--- config.mk ---
export PLATFORM = sky130hd
export DESIGN_NAME = inst_rom_arbiter
export DESIGN_NICKNAME = d
export VERILOG_FILES = /design/src/rtl/inst_rom_arbiter.sv
export SDC_FILE = /design/constraint.sdc
export NUM_CORES = 1
export LEC_CHECK = 0
export CAP_MARGIN = 25
export CORE_ASPECT_RATIO = 0.8
export CORE_MARGIN = 10
export CORE_UTILIZATION = 34
export CTS_CLUSTER_DIAMETER = 120
export DETAILED_ROUTE_END_ITERATION = 12
export PLACE_DENSITY = 0.89
export RECOVER_POWER = 100
export SYNTH_ARGS = -nofsm -noshare
export SYNTH_HDL_FRONTEND = slang
export SYNTH_SLANG_ARGS = --single-unit
--- constraint.sdc ---
create_clock -name clk -period 1.4 [get_ports clk]
set_input_delay 0.14 -clock clk [delete_from_list [all_inputs] [get_ports clk]]
set_output_delay 0.14 -clock clk [all_outputs]
set_load 0.02 [all_outputs]
--- src/rtl/inst_rom_arbiter.sv ---
// Shares the single-ported async instruction ROM between the IF fetch port and a debug read port.
// Latency: grant is combinational in cycle N, registered response (rvalid/rdata/err) in cycle N+1.
// Backpressure: a requester holds req/addr until gnt; the loser of a tie sees gnt=0 (IF also raises stallreq_if).
module inst_rom_arbiter #(
  parameter int ADDR_W     = 32,
  parameter int DATA_W     = 32,
  parameter int DEPTH_LOG2 = 17
) (
  input  logic              clk,
  input  logic              rst,
  input  logic              if_req,
  input  logic [ADDR_W-1:0] if_addr,
  output logic              if_gnt,
  output logic              if_rvalid,
  output logic [DATA_W-1:0] if_rdata,
  output logic              if_err,
  input  logic              flush,
  input  logic              dbg_req,
  input  logic [ADDR_W-1:0] dbg_addr,
  output logic              dbg_gnt,
  output logic              dbg_rvalid,
  output logic [DATA_W-1:0] dbg_rdata,
  output logic              dbg_err,
  output logic              stallreq_if,
  output logic              rom_ce,
  output logic [ADDR_W-1:0] rom_addr,
  input  logic [DATA_W-1:0] rom_inst
);

  // 0 = IF was granted last, 1 = DBG was granted last; the other port wins a tie
  logic              last_grant;
  logic              if_sel;
  logic              dbg_sel;
  logic [ADDR_W-1:0] gnt_addr;
  logic              legal;

  // Arbitration depends only on requests and last_grant, never on address
  // legality, so there is no combinational path from rom_inst back to gnt.
  always_comb begin
    if_sel      = if_req & (~dbg_req | last_grant);
    dbg_sel     = dbg_req & (~if_req | ~last_grant);
    if_gnt      = ~rst & if_sel;
    dbg_gnt     = ~rst & dbg_sel;
    stallreq_if = ~rst & if_req & ~if_sel;
    gnt_addr    = if_gnt ? if_addr : dbg_addr;
    legal       = (gnt_addr[1:0] == 2'b00) &&
                  (gnt_addr[ADDR_W-1:DEPTH_LOG2+2] == '0);
    rom_ce      = (if_gnt | dbg_gnt) & legal;
    rom_addr    = rom_ce ? gnt_addr : '0;
  end

  // Register responses for the granted port and advance the round-robin pointer
  always_ff @(posedge clk) begin
    if (rst) begin
      last_grant <= 1'b1;
      if_rvalid  <= 1'b0;
      if_rdata   <= '0;
      if_err     <= 1'b0;
      dbg_rvalid <= 1'b0;
      dbg_rdata  <= '0;
      dbg_err    <= 1'b0;
    end else begin
      // A flush only hides the IF strobe; the access and data capture still happen.
      if_rvalid  <= if_gnt & ~flush;
      dbg_rvalid <= dbg_gnt;
      if (if_gnt) begin
        if_rdata <= legal ? rom_inst : '0;
        if_err   <= ~legal;
      end
      if (dbg_gnt) begin
        dbg_rdata <= legal ? rom_inst : '0;
        dbg_err   <= ~legal;
      end
      if (if_gnt) begin
        last_grant <= 1'b0;
      end else if (dbg_gnt) begin
        last_grant <= 1'b1;
      end
    end
  end

endmodule

==> results.md, run 1 <==
* Post-detail-place hpwl at 9040 um
* Status: finished, violations left
* DIE AREA at 12200 um2
* Die height at approximately 100 um
* Final nets at roughly 560
* Core area at between 7000 and 8000 um2
* H-tree levels at 3
* Arr. time, crit path at 1.54 ns
* CP max stage cell: nor4_2
* Net Switching at roughly 0.0011 W
* Later-pin clock latency in the skew report at 0.33 ns
* CP max stage delay at 0.32 ns
* Failing checks: negative setup slack
* Most frequent CP cell: buf_6
* Final Non-Filler Cells at 570
* # clock sinks at 69
* Share of cells above drive strength 1 at 27.9%
* Vias at 3217
* Largest net degree at the start of global routing at 33
* CTS max path bufs at 2
* Clock power frac at about two fifths
* Logic pwr share at 15.2%
* GR Util All Layers at 20.2%
* First-pass GRT wire length at just under 20000 um
* Vias in the first global route at 3268
* Hold Fails Final Rpt at 0
* Post-Syn Area at 2780 um2
* Tcrit/Tclk final at 120%
* Mapped Cells at 243
* Clock slew at reported path FFs at about 0.080 ns
* Starting Density at about a third
* RSZ-0062 raised after global routing: true
* RePlAce Congestion at 0.862
* Crit path launch type: input pin
* Final Skew at between 0.003 and 0.004 ns
* I/O Buffers at between 150 and 200
* Post-synth EDFFs at 0
* Hold Crit Depth at 2
* Worst endpoint required time at 1.26 ns
* Post-synthesis sequential area ratio at 49.6%
* Final WL at 13300 um
* Critical path class: in2out
* Sequential Power Share at 44.0%
* Final instance area at 5490 um2
* Die width at 121 um
* RR Startpoint: last_grant
* Worst R2R Setup Slack at -0.05 ns
* Worst Reg-to-Reg Cells at 6
* Synth top area cells: dfxtp_1, a32o_1, buf_2, nor3b_1, buf_4
* Fin crit period at 1.68 ns
* Hold EP: if_rvalid
* # IOs at 205
* Synth unique cells at 24
* Power per cell area at between 800 and 900 nW/um2
* Final setup viols at 47
* Commonest cells post-synth: a32o_1, dfxtp_1, buf_2, nor3b_1, buf_4
* Beginning of the worst hold path: flush
* R2r endpoint: dbg_rdata[23]
* DRC Markers at 0
* N_diodes at 0
* Largest fanout on the critical path at 5
* CTS tree: done
* Lkg Pwr at approximately 2.5 nW
* Yosys warns at 0
* Top-count cell post-synth: a32o_1
* DR WL/cell at 23.3 um
* Worst setup EP type: output port
* Worst path cell trace: dlygate4sd2_1 -> nor4_2 -> and4_4 -> buf_6 -> buf_12 -> a22o_1 -> buf_6
* Grt total ovfl at 0
* Ys flop type: dfxtp_1
* HP Class: in2reg
* Place WS at -0.880 ns
* Peak VDD IR at 0.000762 V
* Dpl cell area at 4910 um2
* Switching share of power at 24.5%
* Seq cells post-synth at between 60 and 70
* # placed instances at about 540
* Std cell rows at 29
* Fraction of registers with async set/reset at 0%
* Pre-antenna DRT Iters at 5
* Setup tns final at -5.78 ns
* Hold Slack at 0.375 ns
* CTS Buf Count at 9
* Fin. max-slew vios at 0
* Root buf cell: clkbuf_8
* Area grow syn2layout at 97.3%
* Int Power at 0.00340 W
* Synthesized area per cell at 11.5 um2
* Area share of the largest cell type after synthesis at between 40% and 50%
* DR vias/cell at about 5.6
* Max cap viols at 0
* Area leader, netlist: dfxtp_1
* Initial antenna violation count at 0
* F_max at between 500 and 600 MHz
* Final ANT Viol Nets at 0
* 1st-iter DRT viols at ~250
* Slack of the critical path at -0.283 ns
## layout make-up
class                      count  area, um2
fill                         613       2450
timing repair buffer         232       2350
multi-input combinational    144       1400
sequential                    69       1390
clock buffer                  11        141
tap                          108        135
clock inverter                 5       82.6
inverter                       1       3.75
## critical path, delay by kind of cell
| kind | cells | cell delay (ns) |
|---|---|---|
| AO/OA/AOI/OAI | 1 | 0.15 |
| buffers and inverters | 4 | 0.61 |
| AND/OR/NAND/NOR | 2 | 0.62 |
## flip-flops by register name, indices dropped and copies added (netlist names)
| name | flops |
|---|---|
| dbg_err | 1 |
| dbg_rdata | 32 |
| dbg_rvalid | 1 |
| if_err | 1 |
| if_rdata | 32 |
| if_rvalid | 1 |
| last_grant | 1 |
## cells by family after synthesis
family	after synthesis	share of synthesized area (%)
AND/OR/NAND/NOR	37	9.13
buffers and inverters	47	9.89
other	1	0.135
flip-flops	69	49.6
AO/OA/AOI/OAI	89	31.2
## routing by layer
| metal | wire [um] | part of all wire [%] | GRT usage [%] |
|---|---|---|---|
| met4 | 169 | 1.3 | 4.57 |
| met3 | 1240 | 9.3 | 8.45 |
| met1 | 5220 | 39 | 23.5 |
| met2 | 6660 | 50 | 33.9 |
| met5 | 0 | 0 | 0 |
## power groups by stage
| stage | registers (W) | clock network [W] | logic, W |
|---|---|---|---|
| 2_1_floorplan | 0.00203 | 0 | 0.000219 |
| 3_3_place_gp | 0.00202 | 0 | 0.000616 |
| 3_5_place_dp | 0.00202 | 0 | 0.000628 |
| 4_1_cts | 0.00198 | 0.00187 | 0.000642 |
| 5_1_grt | 0.00198 | 0.00196 | 0.000713 |
| 6_report | 0.00198 | 0.00184 | 0.000682 |
## placed cells by master (no fill, tap or decap), types with 2 or more instances in the layout
cell type        instances
a21bo_4                  3
a21oi_1                  2
a32o_1                  67
a32o_2                  14
and4_4                   2
buf_12                   8
buf_16                   3
buf_4                   21
buf_6                   29
buf_8                    2
bufinv_16                2
clkbuf_8                10
clkdlybuf4s15_1          9
clkdlybuf4s50_1         68
conb_1                  15
dfxtp_1                 68
dlygate4sd2_1           90
nor2_1                   2
nor3_2                   2
nor3b_1                  2
nor3b_2                 13
nor3b_4                  2
nor4_1                   2
nor4_2                   5
## through the flow
step	power (W)	utilization [%]
after floorplan	0.00225	-
after global placement	0.00264	61.8
after detailed placement	0.00265	61.8
after CTS	0.00449	68.3
after global routing	0.00466	69.1
final	0.00450	69.1
## worst max path at each step
stage | start | endpoint | cells after the start
after floorplan | last_grant | rom_addr[15] | 5
after global routing | last_grant | rom_ce | 5
after CTS | last_grant | rom_ce | 5
final | dbg_addr[20] | rom_ce | 7
after global placement | dbg_req | rom_ce | 6
after detailed placement | dbg_req | rom_ce | 6
## repair_timing
| item | in CTS | in global routing |
|---|---|---|
| hold buffers | 0 | 0 |
| setup buffers | 13 | 1 |
| endpoints found under the setup margin | 153 | 68 |
| gates cloned | 6 | 2 |
| resized for setup | 279 | 24 |
| pin swaps | 30 | 18 |
(Power assumes the default switching activity.)
==> run 2, diff against run 1 <==
- CTS_BUF_LIST: not set -> sky130_fd_sc_hd__clkbuf_16
- clock period: 1.4 -> 1.8 ns (I/O delays scaled with it)
==> run 2 against run 1 <==
The run now ends clean. Highest routed layer unchanged. Via count is 4.8% lower. Critical path type is now in2reg. Die area unchanged. Largest cell class unchanged. Sequential power down 22%. Power shrank 19%. Combinational power down 27%.
==> results.md, run 2 (synthesis results as in run 1) <==
* I/O Buffers at 189 (unchanged)
* Initial antenna violation count at 0 (unchanged)
* Die width at 121 um (unchanged)
* 1st-iter DRT viols at 234 (was 247)
* Root buf cell: clkbuf_16 (was clkbuf_8)
* # placed instances at 534 (was 537)
* Pre-antenna DRT Iters at 4 (was 5)
* Hold Fails Final Rpt at 0 (unchanged)
* Net Switching at 0.000886 W (was 0.00110 W)
* DIE AREA at 12200 um2 (unchanged)
* Lkg Pwr at 2.18 nW (was 2.48 nW)
* RePlAce Congestion at 0.808 (was 0.862)
* Largest fanout on the critical path at 21 (was 5)
* Final Core Density at 68.8% (was 69.1%)
* Power per cell area at 664 nW/um2 (was 819 nW/um2)
* Clock slew at reported path FFs at 0.05 ns (was 0.08 ns)
* Slack of the critical path at 0.0469 ns (was -0.283 ns)
* Beginning of the worst hold path: flush (unchanged)
* Count of hold-fix buffers inserted at cts at 0 (unchanged)
* Final setup viols at 0 (was 47)
* CTS tree: done (unchanged)
* Worst endpoint required time at 2.01 ns (was 1.26 ns)
* Hold Slack at 0.411 ns (was 0.375 ns)
* Place WS at -0.522 ns (was -0.880 ns)
* Hold EP: if_rvalid (unchanged)
* HP Class: in2reg (unchanged)
* Logic pwr share at 13.7% (was 15.2%)
* Fin crit period at 1.75 ns
* Worst R2R Setup Slack at 0.31 ns (was -0.05 ns)
* Status: finished, final reports clean (was finished, violations left)
* N_diodes at 0 (unchanged)
* Critical path class: in2reg (was in2out)
* Die height at 101 um (unchanged)
* Hold Crit Depth at 2 (unchanged)
* # clock sinks at 69 (unchanged)
* Final nets at 549 (was 558)
* Commonest cells after routing, fill and taps aside: clkdlybuf4s50_1, a32o_1, dfxtp_1, buf_4, buf_6 (was dlygate4sd2_1, dfxtp_1, clkdlybuf4s50_1, a32o_1, buf_6)
* # IOs at 205 (unchanged)
* Crit path launch type: input pin (unchanged)
* CTS Buf Count at 9 (unchanged)
* Final WL at 12400 um (was 13300 um)
* Vias in the first global route at 3167 (was 3268)
* Std cell rows at 29 (unchanged)
* Int Power at 0.00274 W (was 0.00340 W)
* Peak VDD IR at 0.000544 V (was 0.000762 V)
* First-pass GRT wire length at 17900 um (was 19200 um)
* Final ANT Viol Nets at 0 (unchanged)
* Register area at 1390 um2 (unchanged)
* H-tree levels at 3 (unchanged)
* Clock power frac at 43.8% (was 40.8%)
* DR WL/cell at 22.2 um (was 23.3 um)
* F_max at 570 MHz
* Final Skew at 0.00346 ns (was 0.00315 ns)
* Worst-Margin Slew at 0.780 ns
* Share of cells above drive strength 1 at 22.3% (was 27.9%)
* Starting Density at 35.0% (unchanged)
* Post-detail-place hpwl at 9060 um (was 9040 um)
* Sequential Power Share at 42.4% (was 44.0%)
* RR Startpoint: last_grant (unchanged)
* Area grow syn2layout at 96.5% (was 97.3%)
* GR Util All Layers at 18.4% (was 20.2%)
* Worst Reg-to-Reg Cells at 5 (was 6)
* DR vias/cell at 5.46 (was 5.64)
* Fin. max-slew vios at 0 (unchanged)
* Switching share of power at 24.4% (was 24.5%)
* Grt total ovfl at 0 (unchanged)
* Fillers at 602 (was 613)
* Total Power at 0.00363 W (was 0.00450 W)
* Vias at 3064 (was 3217)
* Max cap viols at 0 (unchanged)
* Multi-input gate area at 1280 um2 (was 1400 um2)
* CTS max path bufs at 2 (unchanged)
* Most common cell after layout, fill and taps aside: clkdlybuf4s50_1 (was dlygate4sd2_1)
* R2r endpoint: dbg_rdata[22] (was dbg_rdata[23])
* Final Non-Filler Cells at 561 (was 570)
* Tcrit/Tclk final at 97.4%
* DRC Markers at 0 (unchanged)
* Largest regs: dbg_rdata (32), if_rdata (32) (unchanged)
* Later-pin clock latency in the skew report at 0.32 ns (was 0.33 ns)
* Core area at 7950 um2 (unchanged)
* Arr. time, crit path at 1.96 ns (was 1.54 ns)
* Slew headroom at 48.0%
* Largest net degree at the start of global routing at 29 (was 33)
* Worst setup EP type: register (was output port)
run 2: cell count changes in the layout (fill, tap and decap cells not counted), moves of 9 or more:
cell             delta
dlygate4sd2_1      -78
clkdlybuf4s50_1    +74
dlymetal6s2s_1     +15
nor3b_1            +14
nor3b_2            -12
buf_6              -10
clkbuf_16          +10
clkbuf_8           -10
clkdlybuf4s15_1     -9
run 2: worst max-delay path by stage:
stage / slack, ns / from / endpoint / cells past startpoint
6_report: 0.05 / rst / dbg_rdata[14] / 6
4_1_cts: 0.003 / dbg_addr[0] / rom_addr[15] / 6
5_1_grt: -0.04 / last_grant / rom_addr[8] / 4
3_5_place_dp: -0.52 / dbg_req / rom_addr[6] / 5
2_1_floorplan: 0.34 / last_grant / stallreq_if / 4
3_3_place_gp: -0.48 / if_addr[24] / rom_addr[17] / 6
run 2: layout make-up:
cell class,count,share of cell area [%]
timing repair buffer,226,43.6
clock buffer,9,4.12
multi-input combinational,141,23.5
clock inverter,7,0.938
inverter,1,0.0686
tap,108,2.47
sequential,69,25.3
run 2: critical path, cell delays in order:
cell and delay (ns):
dlymetal6s2s_1 0.19, clkbuf_1 0.62, clkbuf_1 0.40, nor2_2 0.15, buf_12 0.19, a32o_1 0.21
run 2: timing repair:
item                       in CTS  in global routing
gates cloned                    3                  3
pin swaps                      13                 14
setup endpoints to repair      21                 19
resized for setup             129                 47
buffers inserted                5                  1
hold endpoints to repair        0                  0
run 2: stage by stage:
stage                     cell area, um2  setup TNS (ns)
after floorplan                     2840               0
after global placement              4880          -11.37
after detailed placement            4880          -12.75
after CTS                           5300               0
after global routing                5470         -0.0724
final                               5470               0
run 2: routing by layer:
metal	global-route usage (%)	wire, um	vias to the layer above
met1	20.4	4850	1539
met3	7.28	1060	11
met4	4.21	134	0
li1	-	-	1387
met5	0	0	-
met2	32.7	6410	127
run 2: power groups by stage:
stage               clock (W)  sequential, W  combinational, W
floorplan                   0        0.00158          0.000170
global placement            0        0.00157          0.000473
detailed placement          0        0.00157          0.000485
CTS                   0.00164        0.00154          0.000498
global route          0.00171        0.00154          0.000526
finish                0.00159        0.00154          0.000499
==> run 3, diff against run 2 <==
- RECOVER_POWER: 100 -> not set
==> run 3 against run 2 <==
Design area rose by 0.14%. Critical endpoint is now rom_addr[16]. First-iteration DRC count fell by 4.7%. Sequential cell count did not move. Via count is 0.26% lower. Non-clock buffer count did not move. Largest power group unchanged. Fmax increased by 0.48%.
==> results.md, run 3 (synthesis results as in run 1) <==
* Status: finished, final reports clean (unchanged)
* Vias in the first global route at 3167 (unchanged)
* Final setup viols at 0 (unchanged)
* DR vias/cell at 5.45 (was 5.46)
* 1st-iter DRT viols at 223 (was 234)
* Area grow syn2layout at 96.8% (was 96.5%)
* Final ANT Viol Nets at 0 (unchanged)
* Worst setup EP type: output port (was register)
* Pre-antenna DRT Iters at 5 (was 4)
* Die height at 101 um (unchanged)
* DR WL/cell at 22.2 um (about the same)
* N_diodes at 0 (unchanged)
* Grt total ovfl at 0 (unchanged)
* Vias at 3056 (was 3064)
* Final Skew at 0.00304 ns (was 0.00346 ns)
* Std cell rows at 29 (unchanged)
* Tcrit/Tclk final at 96.9% (was 97.4%)
* Peak VDD IR at 0.000544 V (about the same)
* Starting Density at 35.0% (unchanged)
* H-tree levels at 3 (unchanged)
* Clock slew at reported path FFs at 0.05 ns (about the same)
* Final nets at 549 (unchanged)
* Fin. max-slew vios at 0 (unchanged)
* Share of cells above drive strength 1 at 22.7% (was 22.3%)
* Final WL at 12500 um (was 12400 um)
* Post-detail-place hpwl at 9060 um (unchanged)
* Setup tns final at 0 ns (unchanged)
* Core area at 7950 um2 (unchanged)
* Max cap viols at 0 (unchanged)
* Fillers at 603 (was 602)
* HP Class: in2reg (unchanged)
* Worst endpoint required time at 1.62 ns (was 2.01 ns)
* I/O Buffers at 189 (unchanged)
* Largest net degree at the start of global routing at 29 (unchanged)
* Most common cell after layout, fill and taps aside: clkdlybuf4s50_1 (unchanged)
* # IOs at 205 (unchanged)
* Arr. time, crit path at 1.56 ns (was 1.96 ns)
* Fin crit period at 1.74 ns (was 1.75 ns)
* # clock sinks at 69 (unchanged)
* DRC Markers at 0 (unchanged)
* Largest fanout on the critical path at 5 (was 21)
* DIE AREA at 12200 um2 (unchanged)
* Critical path class: in2out (was in2reg)
* F_max at 573 MHz (was 570 MHz)
* CTS Buf Count at 9 (unchanged)
* Root buf cell: clkbuf_16 (unchanged)
* Lkg Pwr at 2.18 nW (about the same)
* Largest regs: dbg_rdata (32), if_rdata (32) (unchanged)
* Die width at 121 um (unchanged)
* CTS tree: done (unchanged)
* First-pass GRT wire length at 17900 um (unchanged)
* Hold Fails Final Rpt at 0 (unchanged)
* Final Core Density at 68.9% (was 68.8%)
* Initial antenna violation count at 0 (unchanged)
* RePlAce Congestion at 0.808 (unchanged)
* Commonest cells after routing, fill and taps aside: clkdlybuf4s50_1, a32o_1, dfxtp_1, buf_4, buf_6 (unchanged)
* Crit path launch type: input pin (unchanged)
* CTS max path bufs at 2 (unchanged)
* Later-pin clock latency in the skew report at 0.32 ns (about the same)
* Power per cell area at 664 nW/um2 (about the same)
* GR Util All Layers at 18.4% (unchanged)
-- run 3: cell count changes in the layout (fill, tap and decap cells not counted), sizes merged --
cell,delta
buf,+2
clkbuf,-2
-- run 3: worst paths after layout --
check	cells past startpoint	slack, ns	end	startpoint
worst min register to register	1	0.46	dbg_rdata[5]	dbg_rdata[5]
worst max register to register	5	0.34	dbg_rdata[22]	last_grant
worst max-delay path	6	0.06	rom_addr[16]	dbg_addr[20]
worst min-delay path	2	0.41	if_rvalid	flush
-- run 3: worst max-delay path: stages --
cell,delay (ns)
clkdlybuf4s50_1,0.43
nor4_2,0.16
and4_4,0.36
clkbuf_16,0.17
a32o_1,0.14
buf_6,0.12
-- run 3: cell type report --
class	count	area, um2	share of cell area [%]
Sequential cell	69	1390	25.3
Clock buffer	9	225	4.11
Tap cell	108	135	2.47
Timing Repair Buffer	226	2390	43.6
Multi-Input combinational cell	141	1280	23.5
Clock inverter	7	51.3	0.937
Inverter	1	3.75	0.0686
-- run 3: routing by layer --
layer,GRT usage [%],share of wire (%),vias up
met5,0,0,-
met4,4.21,1.1,0
met3,7.28,8.8,11
met2,32.7,52,132
met1,20.4,39,1525
li1,-,-,1388
-- run 3: per-stage QoR --
| stage | worst slack (ns) | power (W) | hold WS [ns] | instance area (um2) | cells |
|---|---|---|---|---|---|
| 2_1_floorplan | 0.345 | 0.00175 | 0.257 | 2840 | 257 |
| 4_1_cts | 0.00260 | 0.00368 | 0.399 | 5300 | 558 |
| 3_3_place_gp | -0.485 | 0.00204 | 0.445 | 4880 | 534 |
| 6_report | 0.0552 | 0.00364 | 0.409 | 5480 | 561 |
| 5_1_grt | -0.0383 | 0.00378 | 0.408 | 5480 | 561 |
| 3_5_place_dp | -0.522 | 0.00206 | 0.455 | 4880 | 534 |
-- run 3: power breakdown --
group | total [W] | switching, W | internal (W)
Combinational | 0.000501 | 0.000225 | 0.000276
Clock | 0.00160 | 0.000661 | 0.000935
Sequential | 0.00154 | 0.00000488 | 0.00153
Total | 0.00364 | 0.000891 | 0.00275
-- run 3: what timing repair did --
item | CTS | global route
resized for setup | 129 | 47
gates cloned | 3 | 3
hold buffers | 0 | 0
endpoints found under the setup margin | 21 | 19
setup buffers | 5 | 1
pin swaps | 13 | 14
endpoints found under the hold margin | 0 | 0
